**config.mk**
```make
export PLATFORM = sky130hd
export DESIGN_NAME = ps2_host_tx
export DESIGN_NICKNAME = d
export VERILOG_FILES = /design/src/rtl/ps2_host_tx.sv
export SDC_FILE = /design/constraint.sdc
export NUM_CORES = 1
export LEC_CHECK = 0
export CAP_MARGIN = 20
export CELL_PAD_IN_SITES_DETAIL_PLACEMENT = 2
export CELL_PAD_IN_SITES_GLOBAL_PLACEMENT = 2
export CORE_MARGIN = 1
export CORE_UTILIZATION = 36
export DETAILED_ROUTE_END_ITERATION = 10
export HOLD_SLACK_MARGIN = 0.15
export PLACE_DENSITY = 0.85
export SKIP_LAST_GASP = 1
export SYNTH_ARGS = -nofsm -noshare
export SYNTH_HDL_FRONTEND = slang
export SYNTH_SLANG_ARGS = --single-unit
```
**constraint.sdc**
```tcl
create_clock -name clk -period 2.67 [get_ports clk]
set_input_delay 0.534 -clock clk [delete_from_list [all_inputs] [get_ports clk]]
set_output_delay 0.534 -clock clk [all_outputs]
set_load 0.01 [all_outputs]
```
**src/rtl/ps2_host_tx.sv**
```systemverilog
// Host-to-device PS/2 transmitter: inhibit, request-to-send, device-clocked shift, parity, ACK check.
// Optional: define PS2_TX_RETRY_EN to retry a failed transfer up to twice before flagging tx_error.
module ps2_host_tx #(
  parameter int unsigned DATA_WIDTH     = 8,
  parameter int unsigned INHIBIT_CYCLES = 5000,
  parameter int unsigned TIMEOUT_CYCLES = 750000
) (
  input  logic                  clk,
  input  logic                  reset,
  input  logic [DATA_WIDTH-1:0] tx_data,
  input  logic                  tx_start,
  output logic                  tx_busy,
  output logic                  tx_done,
  output logic                  tx_error,
  input  logic                  ps2_clk_in,
  input  logic                  ps2_data_in,
  output logic                  ps2_clk_oe,
  output logic                  ps2_data_oe
);

  localparam int unsigned CntMax = (INHIBIT_CYCLES > TIMEOUT_CYCLES) ? INHIBIT_CYCLES
                                                                     : TIMEOUT_CYCLES;
  localparam int unsigned CntW   = $clog2(CntMax + 1);
  localparam int unsigned IdxW   = $clog2(DATA_WIDTH);

  localparam logic [CntW-1:0] InhibitLast = CntW'(INHIBIT_CYCLES - 1);
  localparam logic [CntW-1:0] TimeoutCnt  = CntW'(TIMEOUT_CYCLES);
  localparam logic [IdxW-1:0] IdxLast     = IdxW'(DATA_WIDTH - 1);

  typedef enum logic [3:0] {
    StIdle,
    StInhibit,
    StReq,
    StStart,
    StData,
    StParity,
    StStop,
    StRelease,
    StDone,
    StErr
  } state_e;

  state_e                state;
  logic [CntW-1:0]       cnt;
  logic [IdxW-1:0]       idx;
  logic [DATA_WIDTH-1:0] tx_byte;
  logic                  par;

  // Line synchronisers; idle lines are high, so reset to 1 to avoid a phantom fall.
  logic clk_s1, clk_s2, clk_h;
  logic dat_s1, dat_s2;
  logic fall;

  always_ff @(posedge clk) begin
    if (reset) begin
      clk_s1 <= 1'b1;
      clk_s2 <= 1'b1;
      clk_h  <= 1'b1;
      dat_s1 <= 1'b1;
      dat_s2 <= 1'b1;
    end else begin
      clk_s1 <= ps2_clk_in;
      clk_s2 <= clk_s1;
      clk_h  <= clk_s2;
      dat_s1 <= ps2_data_in;
      dat_s2 <= dat_s1;
    end
  end

  assign fall = clk_h & ~clk_s2;

  logic in_window;
  logic timed_out;
  logic nack;
  logic fail;
  logic retry;

  assign in_window = state inside {StStart, StData, StParity, StStop, StRelease};
  assign timed_out = in_window && (cnt == TimeoutCnt);
  assign nack      = (state == StStop) && fall && dat_s2;
  assign fail      = timed_out | nack;

`ifdef PS2_TX_RETRY_EN
  logic [1:0] retry_cnt;
  assign retry = fail && (retry_cnt != 2'd2);
`else
  assign retry = 1'b0;
`endif

  always_ff @(posedge clk) begin
    if (reset) begin
      state       <= StIdle;
      cnt         <= '0;
      idx         <= '0;
      tx_byte     <= '0;
      par         <= 1'b0;
      tx_busy     <= 1'b0;
      tx_done     <= 1'b0;
      tx_error    <= 1'b0;
      ps2_clk_oe  <= 1'b0;
      ps2_data_oe <= 1'b0;
`ifdef PS2_TX_RETRY_EN
      retry_cnt   <= 2'd0;
`endif
    end else begin
      tx_done  <= 1'b0;
      tx_error <= 1'b0;
      // Timeout and NACK share one abort path and win over any concurrent fall.
      if (fail) begin
        cnt         <= '0;
        ps2_data_oe <= 1'b0;
        if (retry) begin
          state      <= StInhibit;
          ps2_clk_oe <= 1'b1;
`ifdef PS2_TX_RETRY_EN
          retry_cnt  <= retry_cnt + 2'd1;
`endif
        end else begin
          state      <= StErr;
          ps2_clk_oe <= 1'b0;
          tx_error   <= 1'b1;
        end
      end else begin
        unique case (state)
          StIdle: begin
            if (tx_start) begin
              tx_byte     <= tx_data;
              par         <= ~^tx_data;
              cnt         <= '0;
              tx_busy     <= 1'b1;
              ps2_clk_oe  <= 1'b1;
              ps2_data_oe <= 1'b0;
              state       <= StInhibit;
`ifdef PS2_TX_RETRY_EN
              retry_cnt   <= 2'd0;
`endif
            end
          end
          StInhibit: begin
            if (cnt == InhibitLast) begin
              cnt         <= '0;
              ps2_data_oe <= 1'b1;
              state       <= StReq;
            end else begin
              cnt <= cnt + CntW'(1);
            end
          end
          StReq: begin
            // Start bit stays low while the clock is released to the device.
            ps2_clk_oe <= 1'b0;
            cnt        <= '0;
            state      <= StStart;
          end
          StStart: begin
            cnt <= cnt + CntW'(1);
            if (fall) begin
              ps2_data_oe <= ~tx_byte[0];
              idx         <= '0;
              state       <= StData;
            end
          end
          StData: begin
            cnt <= cnt + CntW'(1);
            if (fall) begin
              if (idx == IdxLast) begin
                ps2_data_oe <= ~par;
                state       <= StParity;
              end else begin
                ps2_data_oe <= ~tx_byte[idx + IdxW'(1)];
                idx         <= idx + IdxW'(1);
              end
            end
          end
          StParity: begin
            cnt <= cnt + CntW'(1);
            if (fall) begin
              ps2_data_oe <= 1'b0;
              state       <= StStop;
            end
          end
          StStop: begin
            cnt <= cnt + CntW'(1);
            if (fall) begin
              state <= StRelease;
            end
          end
          StRelease: begin
            cnt <= cnt + CntW'(1);
            if (clk_s2 && dat_s2) begin
              tx_done <= 1'b1;
              state   <= StDone;
            end
          end
          StDone: begin
            tx_busy <= 1'b0;
            state   <= StIdle;
          end
          StErr: begin
            tx_busy <= 1'b0;
            state   <= StIdle;
          end
          default: begin
            state <= StIdle;
          end
        endcase
      end
    end
  end

endmodule

```
==> summary.md <==
| Metric | Value |
|---|---|
| Number of global-route vias before repair | `~2100` |
| Synth top area cells | `dfxtp_1, nor2_1, xnor2_1, mux2i_1, xor2_1` |
| TritonCTS Buffers | `5` |
| PostCTS Resize Cnt | `0` |
| Clk slew on worst S/H paths | `~0.10 ns` |
| Antenna-violating nets left | `0` |
| Share of layout cells above drive strength 1 | `12.0%` |
| Cts hold-fix bufs | `0` |
| GR Util All Layers | `between 20% and 30%` |
| Mapped cell area | `2260 µm²` |
| Hpwl dp | `around 4700 µm` |
| CP startpoint kind | `flip-flop` |
| Fmax | `425 MHz` |
| Wire length per cell | `18.0 µm` |
| Crit path time final | `2.35 ns` |
| Register area share after synthesis | `40.7%` |
| CP max-delay cell | `mux4_2` |
| Worst Hold Path Cells | `1` |
| P&R area growth vs syn | `17.0%` |
| NumNets Final | `292` |
| Syn Area/Cell | `8.92 µm²` |
| Leakage power | `0.949 nW` |
| RSZ-0062 raised after global routing | `no` |
| Crit Path Category | `flip-flop to flip-flop` |
| Crit path largest cell delay | `0.53 ns` |
| Die height | `about 81 µm` |
| First-pass GRT wire length | `10600 µm` |
| Largest area contributor in the netlist | `dfxtp_1` |
| EDFF count, synth | `0` |
| Setup Buffers After CTS | `0` |
| Core area | `5990 µm²` |
| CP delay by family, top | `multiplexers` |
| Root Driver | `clkbuf_8` |
| # diodes | `0` |
| DR vias/cell | `5.56` |
| FF-to-FF path depth | `7` |
| Final setup fails | `0` |
| Total wire length | `6330 µm` |
| Ys Warns | `0` |
| GRT overflow | `0` |
| DRC Markers | `0` |
| Top cells by count, synth | `dfxtp_1, nor2_1, xnor2_1` |
| WP depth | `7` |
| Mapped Nets | `around 270` |
| Fin. Hold Viols | `0` |
| Final Power | `around 1.6 mW` |
| Ys async rst share | `0%` |
| Status | `finished clean` |
| Cell with the most instances after synthesis | `dfxtp_1` |
| Synth Instances | `between 200 and 300` |
| Post-Layout Cell Count | `351` |
| DR iter-0 viols | `130` |
| Ports | `18` |
| PwrDens | `600 nW/µm²` |
| Most frequent CP cell | `a21oi_1` |
| Critical-path cell list | `ha_1 -> mux4_2 -> mux2_2 -> mux2i_1 -> a21oi_1 -> or3_1 -> a21oi_1` |
| Yosys top cell area share | `between 40% and 50%` |
| H-tree depth | `2` |
| Die ar. | `6610 µm²` |
| Skew-Pair Late Insertion Delay | `about 0.3 ns` |
| GPL Wtd Cong | `0.775` |
| Finished Core Util | `44.2%` |
| Routed via count | `1953` |
| Worst-path fanout max | `4` |
| Max clock buf depth | `2` |
| Crit path buffers/inverters | `0` |
| Rows | `28` |
| CP required | `~2.9 ns` |
| TNS Setup | `0 ns` |
| Initial core utilization | `37.8%` |
| Die X | `81.3 µm` |
| IO buf count | `17` |
| Initial antenna violation count | `0` |
| Peak supply drop | `between 0.0002 and 0.0003 V` |
| Post-synth top flop | `dfxtp_1` |
| Synth Register Bits | `46` |
| Hold WC Path Type | `flip-flop to flip-flop` |
| Final Slew Violations | `0` |
| Rel. slew slack | `54.1%` |
| Placed cells | `343` |
| Worst setup EP type | `flip-flop` |
| Final worst setup slack | `0.320 ns` |
| Pre-antenna DRT Iters | `4` |
| Count of cell types in the netlist | `between 40 and 50` |
| Data arrival, critical path | `2.59 ns` |
| Max Clock Skew | `0.00859 ns` |
| Sink Count | `46` |
| Period utilisation layout | `~88%` |
| Pin slew with the least headroom to its limit | `roughly 0.68 ns` |
| Largest net degree at the start of global routing | `22` |
| Max-Cap Viols | `0` |
| CTS tree | `built` |
| Post-place setup slack | `0.172 ns` |
## worst register-to-register path, cell delays in order (launching register included)
cell	delay, ns
dfxtp_1	0.36
ha_1	0.38
mux4_2	0.53
mux2_2	0.29
mux2i_1	0.18
a21oi_1	0.09
or3_1	0.31
a21oi_1	0.15
## flip-flops by register name (all words and copies together) (netlist names), 3 cells and up
name / count
cnt: 20
tx_byte: 8
idx: 3
state: 4
## metal layers
metal / up-vias / track usage, % / routed length (µm)
li1: 943 / - / -
met1: 984 / 26.1 / 2960
met2: 19 / 37.9 / 3180
met3: 7 / 4.38 / 117
met4: 0 / 6.07 / 68
met5: - / 0 / 0
## path summary, 6_finish.rpt
path	from	to	slack (ns)
max	idx[0]	ps2_data_oe	0.32
min	clk_s1	clk_s2	0.44
max reg2reg	idx[0]	ps2_data_oe	0.32
min reg2reg	clk_s1	clk_s2	0.44
## kinds of logic (layout without fill, tap and decap cells)
family	Yosys count	in the layout	synth area share (%)
xor+xnor	25	25	9.67
compound gates	31	31	9.34
flops	46	46	40.7
fa+ha+maj	4	4	2.21
simple gates	118	118	27.7
buf+inv	17	39	3.54
mux	13	13	6.91
## where the power goes
part | internal, mW | switching (mW) | leakage, nW
logic | 0.138 | 0.164 | 0.524
clock network | 0.279 | 0.258 | 0.0504
registers | 0.719 | 0.0308 | 0.374
total | 1.14 | 0.453 | 0.949
## cell type report
| class | count | area, µm² |
|---|---|---|
| fillers | 671 | 3340 |
| multi-input cells | 191 | 1260 |
| flip-flops and latches | 46 | 921 |
| repair buffers | 26 | 238 |
| well taps | 75 | 93.8 |
| clock buffers | 5 | 68.8 |
| clock inverters | 3 | 45.0 |
| inverters | 5 | 18.8 |
## through the flow
step	area, µm²	hold WS, ns
after detailed placement	2530	0.419
final	2650	0.435
after global placement	2530	0.395
after global routing	2650	0.450
after floorplan	2260	0.389
after CTS	2650	0.443
## cell usage in the layout (no fill, tap or decap), types with 2 or more instances in the layout
cell             count
a21oi_1             12
a311oi_1             3
a31oi_1              5
and3_1               6
buf_4                9
clkbuf_8             5
clkdlybuf4s50_1     17
clkinvlp_4           2
dfxtp_1             46
ha_1                 4
inv_1                3
mux2i_1             10
mux4_2               2
nand2_1              7
nand2b_1             4
nand3_1             12
nand3b_1             2
nand4_1              7
nor2_1              43
nor3_1               8
nor4_1               7
nor4_2               3
nor4b_1              3
o21ai_0              2
or2_2                7
or3_1                3
xnor2_1             14
xor2_1              11
Power figures use the tool's default switching activity.
